--- config.mk ---
export PLATFORM = sky130hd
export DESIGN_NAME = grn_step_ctrl
export DESIGN_NICKNAME = d
export VERILOG_FILES = /design/src/rtl/grn_step_ctrl.sv
export SDC_FILE = /design/constraint.sdc
export NUM_CORES = 1
export LEC_CHECK = 0
export CAP_MARGIN = 20
export CORE_MARGIN = 4
export CORE_UTILIZATION = 29
export DETAILED_ROUTE_END_ITERATION = 10
export DONT_BUFFER_PORTS = 1
export PLACE_DENSITY = 0.53
export REMOVE_ABC_BUFFERS = 1
export SLEW_MARGIN = 0
export SYNTH_ARGS = -nofsm -noshare
export SYNTH_HDL_FRONTEND = slang
export SYNTH_SLANG_ARGS = --single-unit
--- constraint.sdc ---
create_clock -name clk -period 7.7 [get_ports clk]
set_clock_uncertainty 0.2 [all_clocks]
set_input_delay 1.54 -clock clk [delete_from_list [all_inputs] [get_ports clk]]
set_output_delay 1.54 -clock clk [all_outputs]
set_load 0.02 [all_outputs]
--- src/rtl/grn_step_ctrl.sv ---
// Sequencer for a bank of two-phase GRN nodes: load, step (s0 then s1), detect
// fixed point or budget end, return result on a valid/ready handshake.
//
// Ports:
//   clk, rst_n          clock, async active-low reset
//   cfg_valid/ready     run request handshake (ready only in IDLE)
//   cfg_init_state      initial node vector, latched on accept
//   cfg_max_steps       step budget (0 behaves as 1)
//   abort               abandon current run (ignored in IDLE)
//   reset_nos           node bank load strobe
//   init_state          latched initial vector to the nodes
//   start_s0/start_s1   phase update strobes
//   net_state           s0 outputs of all nodes
//   busy                high outside IDLE
//   res_valid/ready     result handshake
//   res_fixed           1 = fixed point, 0 = budget exhausted
//   res_steps           completed steps
//   res_state           net_state sampled at the final check
module grn_step_ctrl #(
  parameter int N_NODES      = 4,
  parameter int CNT_W        = 16,
  parameter int STABLE_STEPS = 2
) (
  input  logic               clk,
  input  logic               rst_n,
  input  logic               cfg_valid,
  output logic               cfg_ready,
  input  logic [N_NODES-1:0] cfg_init_state,
  input  logic [CNT_W-1:0]   cfg_max_steps,
  input  logic               abort,
  output logic               reset_nos,
  output logic [N_NODES-1:0] init_state,
  output logic               start_s0,
  output logic               start_s1,
  input  logic [N_NODES-1:0] net_state,
  output logic               busy,
  output logic               res_valid,
  input  logic               res_ready,
  output logic               res_fixed,
  output logic [CNT_W-1:0]   res_steps,
  output logic [N_NODES-1:0] res_state
);

  localparam logic [2:0] S_IDLE  = 3'd0;
  localparam logic [2:0] S_LOAD  = 3'd1;
  localparam logic [2:0] S_PH0   = 3'd2;
  localparam logic [2:0] S_PH1   = 3'd3;
  localparam logic [2:0] S_CHECK = 3'd4;
  localparam logic [2:0] S_DONE  = 3'd5;

  localparam logic [CNT_W-1:0] STABLE_C = CNT_W'(STABLE_STEPS);
  localparam logic [CNT_W-1:0] ONE_C    = CNT_W'(1);

  logic [2:0]         state_q, state_d;
  logic [N_NODES-1:0] init_q, init_d;
  logic [CNT_W-1:0]   budget_q, budget_d;
  logic [CNT_W-1:0]   step_q, step_d;
  logic [CNT_W-1:0]   stable_q, stable_d;
  logic [N_NODES-1:0] snap_q, snap_d;
  logic               fixed_q, fixed_d;

  always_comb begin
    state_d  = state_q;
    init_d   = init_q;
    budget_d = budget_q;
    step_d   = step_q;
    stable_d = stable_q;
    snap_d   = snap_q;
    fixed_d  = fixed_q;
    unique case (state_q)
      S_IDLE: begin
        if (cfg_valid) begin
          init_d   = cfg_init_state;
          // a zero budget still runs one step
          budget_d = (cfg_max_steps == '0) ? ONE_C
                                           : cfg_max_steps;
          state_d  = S_LOAD;
        end
      end
      S_LOAD: begin
        step_d   = '0;
        stable_d = '0;
        snap_d   = init_q;
        fixed_d  = 1'b0;
        state_d  = S_PH0;
      end
      S_PH0: state_d = S_PH1;
      S_PH1: state_d = S_CHECK;
      S_CHECK: begin
        step_d   = step_q + ONE_C;
        stable_d = (net_state == snap_q)
                 ? stable_q + ONE_C : '0;
        snap_d   = net_state;
        // fixed point takes precedence over budget end
        if (stable_d == STABLE_C) begin
          fixed_d = 1'b1;
          state_d = S_DONE;
        end else if (step_d == budget_q) begin
          fixed_d = 1'b0;
          state_d = S_DONE;
        end else begin
          state_d = S_PH0;
        end
      end
      S_DONE: begin
        if (res_ready) state_d = S_IDLE;
      end
      default: state_d = S_IDLE;
    endcase
    if (abort && state_q != S_IDLE)
      state_d = S_IDLE;
  end

  always_ff @(posedge clk or negedge rst_n) begin
    if (!rst_n) begin
      state_q  <= S_IDLE;
      init_q   <= '0;
      budget_q <= '0;
      step_q   <= '0;
      stable_q <= '0;
      snap_q   <= '0;
      fixed_q  <= 1'b0;
    end else begin
      state_q  <= state_d;
      init_q   <= init_d;
      budget_q <= budget_d;
      step_q   <= step_d;
      stable_q <= stable_d;
      snap_q   <= snap_d;
      fixed_q  <= fixed_d;
    end
  end

  assign cfg_ready  = (state_q == S_IDLE);
  assign busy       = (state_q != S_IDLE);
  assign reset_nos  = (state_q == S_LOAD);
  assign start_s0   = (state_q == S_PH0);
  assign start_s1   = (state_q == S_PH1);
  assign res_valid  = (state_q == S_DONE);
  assign init_state = init_q;
  assign res_fixed  = fixed_q;
  assign res_steps  = step_q;
  assign res_state  = snap_q;

endmodule

Yosys cells after proc, flatten, opt, wreduce, memory -nomap -nowiden --
Cells that the tools add are included.
Storage, ports and cells: input bits 29, logic and storage cells 42, register bits after elaboration 60
Cells by class: reductions and logical operators 8, add/subtract/negate cells 2, eq/ne operators 11, mux-type cells 14
Operator list (number):
- $pmux 16 s2 | 2
- $add 16x1->16 const B | 2
- $mux 16 | 2
- $pmux 3 s6 | 1
- $eq 16x16->1 | 1
- $eq 16x2->1 const B | 1
- $logic_not 16->1 | 1
- $mux 3 | 5
- $pmux 4 s2 | 1
- $eq 3x2->1 const B | 2
- $eq 3x3->1 const B | 2
- $reduce_and 2->1 | 3
- $eq 4x4->1 | 1
- $eq 3x1->1 const B | 1
- $logic_not 3->1 | 1
- $ne 3x1->1 const B | 1
- $ne 3x2->1 const B | 1
- $ne 3x3->1 const B | 1
- $reduce_bool 3->1 | 1
- $mux 1 | 2
- $pmux 1 s2 | 1
- $reduce_bool 2->1 | 1
- $logic_and 1x1->1 | 1

Depth between registers and ports, before layout --
Gate-level depths: netlist of run 1.
depth after elaboration 6, depth in mapped cells 9

Worst setup path before layout of run 1 --
OpenSTA, ideal clock, no wires.
kind reg2out, start register state_q[0], end output reset_nos, path slack 4.527 ns, cell stages (with the launch flop) 3, path buffers 1, arrival time 1.433 ns, cell sequence dfrtp_1 > clkbuf_1 > nor3b_1
Between the ends: cells in the longest elaborated chain, start to end 1
RTL lines:
- start, declared | line 54 | logic [2:0] state_q, state_d;
- start signal, assigned | line 124 | state_q <= state_d;
- $eq 3x1->1 | line 136 | assign reset_nos = (state_q == S_LOAD);
- end, declared | line 31 | output logic reset_nos,
Every way passes these cells.

Worst setup path after layout of run 1 --
start register state_q[1], end output cfg_ready
Between the ends: cells in the longest elaborated chain, start to end 1
RTL lines:
- $logic_not 3->1 | line 134 | assign cfg_ready = (state_q == S_IDLE);
- end, declared | line 27 | output logic cfg_ready,
Every way passes these cells.

==> out/metrics.cfg, run 1 <==
[status]
status = finished clean

[logic_synthesis]
netlist_area_um2 = 3694
synth_ff_type = dfrtp_1
synthArstFlopShare_pct = 100.0
synthTopCellsByCount = dfrtp_1 (60), o21ai_0 (44), nor2_1 (37)
yosys.area.top_type = dfrtp_1
synth_area_leaders = dfrtp_1 (41%), mux2_2 (6.1%), o21ai_0 (6.0%)
ys_seq_area_share_pct = 40.65
synthCells = 405
synth_area_per_cell_um2 = 9.120
ys_types = 55
yosysWarnings = 0
synth_edf_count = 0
ys_seq_elements = 60
yosysMostFrequentCell = dfrtp_1
synth_top_cell_area_share_pct = 40.65

[floorplan]
core-area_um2 = 12260
rows = 40
dieHeight_um = 120.9
dieWidth_um = 120.9
fp.dieArea_um2 = 14610
start_util_pct = 30.12
pin_count = 60

[setup_path]
crit_cells = 2
reg2reg_from = res_steps[0]$_DFFE_PN0P_
path_class = reg -> out
cp_num_buf_inv = 1
cp_max_fo = 9
r2r-end = res_fixed$_DFFE_PN0P_
crit_end = cfg_ready
critPathLaunchType = flop
end_kind = output pin
r2r_slack_ns = 4.63
cpLargestDelayFamily = simple AND/OR/NAND/NOR gates
max_stage_delay_ns = 0.53
setup.worst_path.start = state_q[1]$_DFFE_PN0P_
crit_slowest_cell = or3_1
crit_required_ns = 5.96
path_cells = or3_1 > inv_1
r2r_cells = 8
arrival_ns = 1.55

[detailed_routing]
via_per_inst = 5.327
drc = 0
drt_first_pass_iters = 4
postRouteAntennaNets = 0
wire_per_inst_um = 16.56
drtIter0Drc = 203
wirelength_um = 9358
num_vias = 3010

[clock_network]
clock_insertion_delay_worst_skew_ns = 0.34
hold_buffers = 0
cts_resized = 0
h-tree-depth = 3
clk_pin_slew_ns = 0.06
cts_buffers = 9
clockBufferDepth = 2
post_cts_buffers = 0
cts.sinks = 60
cts_root_buf = clkbuf_16
cts_tree = done

[timing]
hold_viol_final = 0
fin_setup_tns_ns = 0
setup_violations = 0
slew_viol_final = 0
max_freq_mhz = 303.8
timing.slew.headroom_pct = 60.87
rsz0062_at_grt = no
tightest_slew_ns = 0.5869
period_needed_ns = 3.291
period_share_pct = 42.75

[cells_and_area]
fillers = 1270
stdcell_count = 565
final_nets = 423
final_area_um2 = 4151
synthToLayoutAreaGrowth_pct = 12.40
antenna_cells = 0
drive_gt1_share_pct = 13.60

[global_route]
antenna_found_initial = 0
track_usage_pct = 13.70
grt_overflow = 0
grt_max_degree = 61
grt_pass1_wl_um = 16140
grt_pass1_vias = 3084

[placed_design]
hpwl_um = 6584
numPortBuffers = 0
placed_cell_area_um2 = 3819
gp_congestion = 0.8169
dp_cells = 548

[power_and_ir_drop]
combPwrFrac_pct = 27.6
switching_power_mw = 0.4427
fin_total_pwr_mw = 1.293
switching_share_pct = 34.24
intPower_mw = 0.8502
p_seq_share_pct = 38.7
ir_drop_mv = 0.1827
p_leak_nw = 1.610
pwr-share-clk_pct = 33.6
p_per_area_nw_per_um2 = 311.4

[run]
max_cap_violations = 0

[worst_hold_path]
hold_path_class = reg -> reg

==> power by group through the flow <==
stage                     Clock [mW]  Combinational, mW  Sequential, mW
after floorplan                    0              0.276           0.481
after global placement             0              0.341           0.506
final                          0.435              0.357           0.501
after detailed placement           0              0.353           0.506
after global routing           0.462              0.396           0.513
after CTS                      0.446              0.353           0.502
==> routing by layer <==
layer / track usage, % / vias to the layer above / wire length, µm
li1: - / 1457 / -
met1: 18.68 / 1476 / 4539
met2: 20.94 / 69 / 4254
met3: 3.590 / 8 / 458
met4: 4.887 / 0 / 105
met5: 0 / - / 0
==> state kept, by name, summed over array words and instances (netlist names) <==
register	flops
budget_q	16
res_steps	16
stable_q	16
init_state	4
res_state	4
state_q	3
res_fixed	1
==> worst min path at each step <==
stage	start	end	slack [ns]	cells past startpoint
final	budget_q[5]$_DFFE_PN0P_	budget_q[5]$_DFFE_PN0P_	0.33	1
after floorplan	stable_q[12]$_DFFE_PN0P_	stable_q[12]$_DFFE_PN0P_	0.28	1
after CTS	stable_q[15]$_DFFE_PN0P_	stable_q[15]$_DFFE_PN0P_	0.33	2
after detailed placement	stable_q[15]$_DFFE_PN0P_	stable_q[15]$_DFFE_PN0P_	0.32	2
after global placement	stable_q[15]$_DFFE_PN0P_	stable_q[15]$_DFFE_PN0P_	0.31	2
after global routing	budget_q[4]$_DFFE_PN0P_	budget_q[4]$_DFFE_PN0P_	0.35	1
==> cell type report <==
type | count | area, µm² | area share (%)
Tap cell | 168 | 210.2 | 5.063
Multi-Input combinational cell | 308 | 2051 | 49.40
Clock inverter | 5 | 75.07 | 1.808
Clock buffer | 11 | 242.7 | 5.847
Inverter | 9 | 33.78 | 0.8137
Timing Repair Buffer | 4 | 37.54 | 0.9042
Sequential cell | 60 | 1501 | 36.17
==> worst register-to-register path, cell delays in order (launching register included) <==
cell,delay [ns]
dfrtp_1,0.58
ha_1,0.38
nand3_4,0.18
nor4_4,0.42
nor3b_1,0.09
or4_4,0.53
nor4_4,0.32
a21oi_1,0.12
a21o_1,0.15
==> cells by family after synthesis <==
kind of cell             count (synthesis)  share of synthesized area [%]
buffers and inverters                   37                          4.099
XOR/XNOR                                24                          5.691
AND/OR/NAND/NOR                        156                          24.42
multiplexers                            22                          6.640
flip-flops                              60                          40.65
adder cells (fa/ha/maj)                  2                         0.6774
AO/OA/AOI/OAI                          104                          17.82
==> metrics by stage <==
| step | hold slack (ns) | util (%) | setup WS, ns |
|---|---|---|---|
| 2_1_floorplan | 0.2750 | - | 4.496 |
| 3_3_place_gp | 0.3086 | 31.14 | 4.437 |
| 3_5_place_dp | 0.3152 | 31.14 | 4.322 |
| 4_1_cts | 0.3311 | 33.73 | 4.387 |
| 5_1_grt | 0.3481 | 33.86 | 4.326 |
| 6_report | 0.3280 | 33.86 | 4.409 |
==> placed cells by master, fill, tap and decap left out, drive strengths merged, types with 3 or more instances in the layout <==
| master | n |
|---|---|
| dfrtp | 60 |
| o21ai | 46 |
| nor2 | 37 |
| nand2 | 29 |
| xnor2 | 20 |
| mux2 | 20 |
| nand3 | 17 |
| o31ai | 13 |
| nand4 | 13 |
| clkbuf | 11 |
| a21oi | 10 |
| inv | 9 |
| nor4 | 9 |
| nor3 | 8 |
| nand2b | 7 |
| nor2b | 7 |
| and3 | 6 |
| nor3b | 5 |
| a21o | 4 |
| xor2 | 4 |
| o41ai | 4 |
| buf | 4 |
| or3 | 3 |
| and2 | 3 |
| a22oi | 3 |
| and4 | 3 |
| a311oi | 3 |
| a41oi | 3 |
| a31oi | 3 |
| clkinv | 3 |
| nor4b | 3 |
Power figures use the tool's default switching activity.
==> run 2: changes to the inputs <==
Clock period 7.7 ns to 3.3 ns, I/O delays scaled along.
==> run 2 against run 1 <==
  * Core utilization is 0.93 points higher
  * Power up 140%
  * Critical path depth increased by 5
  * Critical path type is now reg -> reg
  * Non-clock buffer count grew 9
  * Worst hold slack worse by 0.32 ns
==> out/metrics.cfg, run 2 (synthesis results as in run 1) <==
[status]
status = finished clean

[setup_path]
crit_required_ns = 3.32  ; -2.64 ns
max_stage_delay_ns = 0.63  ; +0.10 ns
r2r_cells = 7  ; -1
arrival_ns = 2.84  ; +1.29 ns
path_class = reg -> reg
path_cells = nand3_4 > or4_1 > xnor2_1 > nand3_1 > nor4_4 > a21oi_1 > a21o_1
crit_slowest_cell = dfrtp_1
cp_max_fo = 10  ; +1
end_kind = flop
critPathLaunchType = flop

[power_and_ir_drop]
ir_drop_mv = 0.4312  ; +140%
p_per_area_nw_per_um2 = 734.8  ; +140%
p_leak_nw = 1.678  ; +4.2%

[clock_network]
cts_root_buf = clkbuf_16
h-tree-depth = 3  ; unchanged
clk_pin_slew_ns = 0.05  ; about the same
clockBufferDepth = 2  ; unchanged
cts_resized = 0  ; unchanged
post_cts_buffers = 0  ; unchanged
cts.sinks = 60  ; unchanged
clock_insertion_delay_worst_skew_ns = 0.33  ; about the same
cts_tree = done
cts_buffers = 9  ; unchanged

[detailed_routing]
postRouteAntennaNets = 0  ; unchanged
wirelength_um = 9574  ; +2.3%
num_vias = 3100  ; +3.0%
via_per_inst = 5.401  ; +1.4%
drc = 0  ; unchanged
wire_per_inst_um = 16.68  ; +0.70%
drt_first_pass_iters = 4  ; unchanged
drtIter0Drc = 183  ; -9.9%

[floorplan]
pin_count = 60  ; unchanged
start_util_pct = 30.12  ; unchanged
core-area_um2 = 12260  ; unchanged
rows = 40  ; unchanged
dieWidth_um = 120.9  ; unchanged
dieHeight_um = 120.9  ; unchanged
fp.dieArea_um2 = 14610  ; unchanged

[global_route]
grt_pass1_wl_um = 15980  ; -0.99%
antenna_found_initial = 0  ; unchanged
grt_pass1_vias = 3012  ; -2.3%
track_usage_pct = 13.64  ; -0.064 points
grt_overflow = 0  ; unchanged
grt_max_degree = 61  ; unchanged

[placed_design]
hpwl_um = 6701  ; +1.8%
numPortBuffers = 0  ; unchanged
dpl_worst_slack_ns = 0.5155  ; -3.807 ns
gp_congestion = 0.8260  ; +1.1%
placed_cell_area_um2 = 3886  ; +1.8%

[run]
max_cap_violations = 0  ; unchanged

[cells_and_area]
final_area_um2 = 4265  ; +2.7%
multi_input_area_um2 = 2051  ; unchanged
fillers = 1252  ; -1.4%
synthToLayoutAreaGrowth_pct = 15.48
final_nets = 432  ; +2.1%
antenna_cells = 0  ; unchanged
final_common_cell = dfrtp_1
final_cell_mix = dfrtp_1 (60), o21ai_0 (44), nor2_1 (35), nand2_1 (29)
fin_util_pct = 34.79  ; +0.93 points
drive_gt1_share_pct = 15.52  ; +1.9 points
regArea_um2 = 1501  ; unchanged

[timing]
tightest_slew_ns = 0.5662  ; -0.02073 ns
rsz0062_at_grt = no
max_freq_mhz = 354.5
timing.slew.headroom_pct = 62.26  ; +1.4 points
setup_violations = 0  ; unchanged
fin_setup_tns_ns = 0  ; unchanged
period_needed_ns = 2.821
period_share_pct = 85.49
fin_ws_ns = 0.4790  ; -3.930 ns
slew_viol_final = 0  ; unchanged
hold_viol_final = 0  ; unchanged
whs_ns = 0.003776  ; -0.3242 ns

[worst_hold_path]
hold_path_class = in -> async

==> run 2: worst paths after layout <==
path / to / start / slack (ns)
max in group asynchronous: state_q[0]$_DFFE_PN0P_ / rst_n / 2.65
min in group clk: state_q[2]$_DFFE_PN0P_ / abort / 0.19
hold reg to reg: budget_q[4]$_DFFE_PN0P_ / budget_q[4]$_DFFE_PN0P_ / 0.33
hold / removal: budget_q[2]$_DFFE_PN0P_ / rst_n / 0.004
setup / recovery: res_fixed$_DFFE_PN0P_ / res_steps[2]$_DFFE_PN0P_ / 0.48
setup reg to reg: res_fixed$_DFFE_PN0P_ / res_steps[2]$_DFFE_PN0P_ / 0.48
==> run 2: worst max-delay path, delay by kind of cell (launching register included) <==
| kind | cells | cell delay [ns] |
|---|---|---|
| AND/OR/NAND/NOR | 4 | 1.36 |
| AO/OA/AOI/OAI | 2 | 0.26 |
| flip-flops | 1 | 0.63 |
| XOR/XNOR | 1 | 0.25 |
==> run 2: power breakdown <==
part           switching [mW]  total [mW]  internal (mW)
logic                   0.476       0.878          0.402
registers               0.238        1.15          0.909
clock network           0.332        1.11          0.777
==> run 2: timing repair <==
action / in CTS / in global routing
endpoints found under the hold margin: 60 / 0
endpoints found under the setup margin: 0 / 0
hold buffers: 1 / 0
==> run 2: layout make-up <==
class                           instances  area share (%)
Timing Repair Buffer                   13           2.757
Clock buffer                           12           6.013
Multi-Input combinational cell        308           48.08
Tap cell                              168           4.928
Sequential cell                        60           35.20
Clock inverter                          4           2.229
Inverter                                9          0.7920
==> run 2: stage by stage <==
stage                     total power, mW  instances
final                               3.134        574
after global routing                3.309        574
after CTS                           3.167        574
after detailed placement            2.029        557
after global placement              2.011        557
after floorplan                     1.767        377
==> run 2: layer usage <==
| metal | wire length [µm] | global-route usage, % | part of all wire, % | vias to the layer above |
|---|---|---|---|---|
| li1 | - | - | - | 1482 |
| met1 | 4606 | 19.85 | 48 | 1511 |
| met2 | 4230 | 19.97 | 44 | 97 |
| met3 | 665 | 4.009 | 6.9 | 10 |
| met4 | 72 | 2.975 | 0.75 | 0 |
| met5 | 0 | 0 | 0 | - |
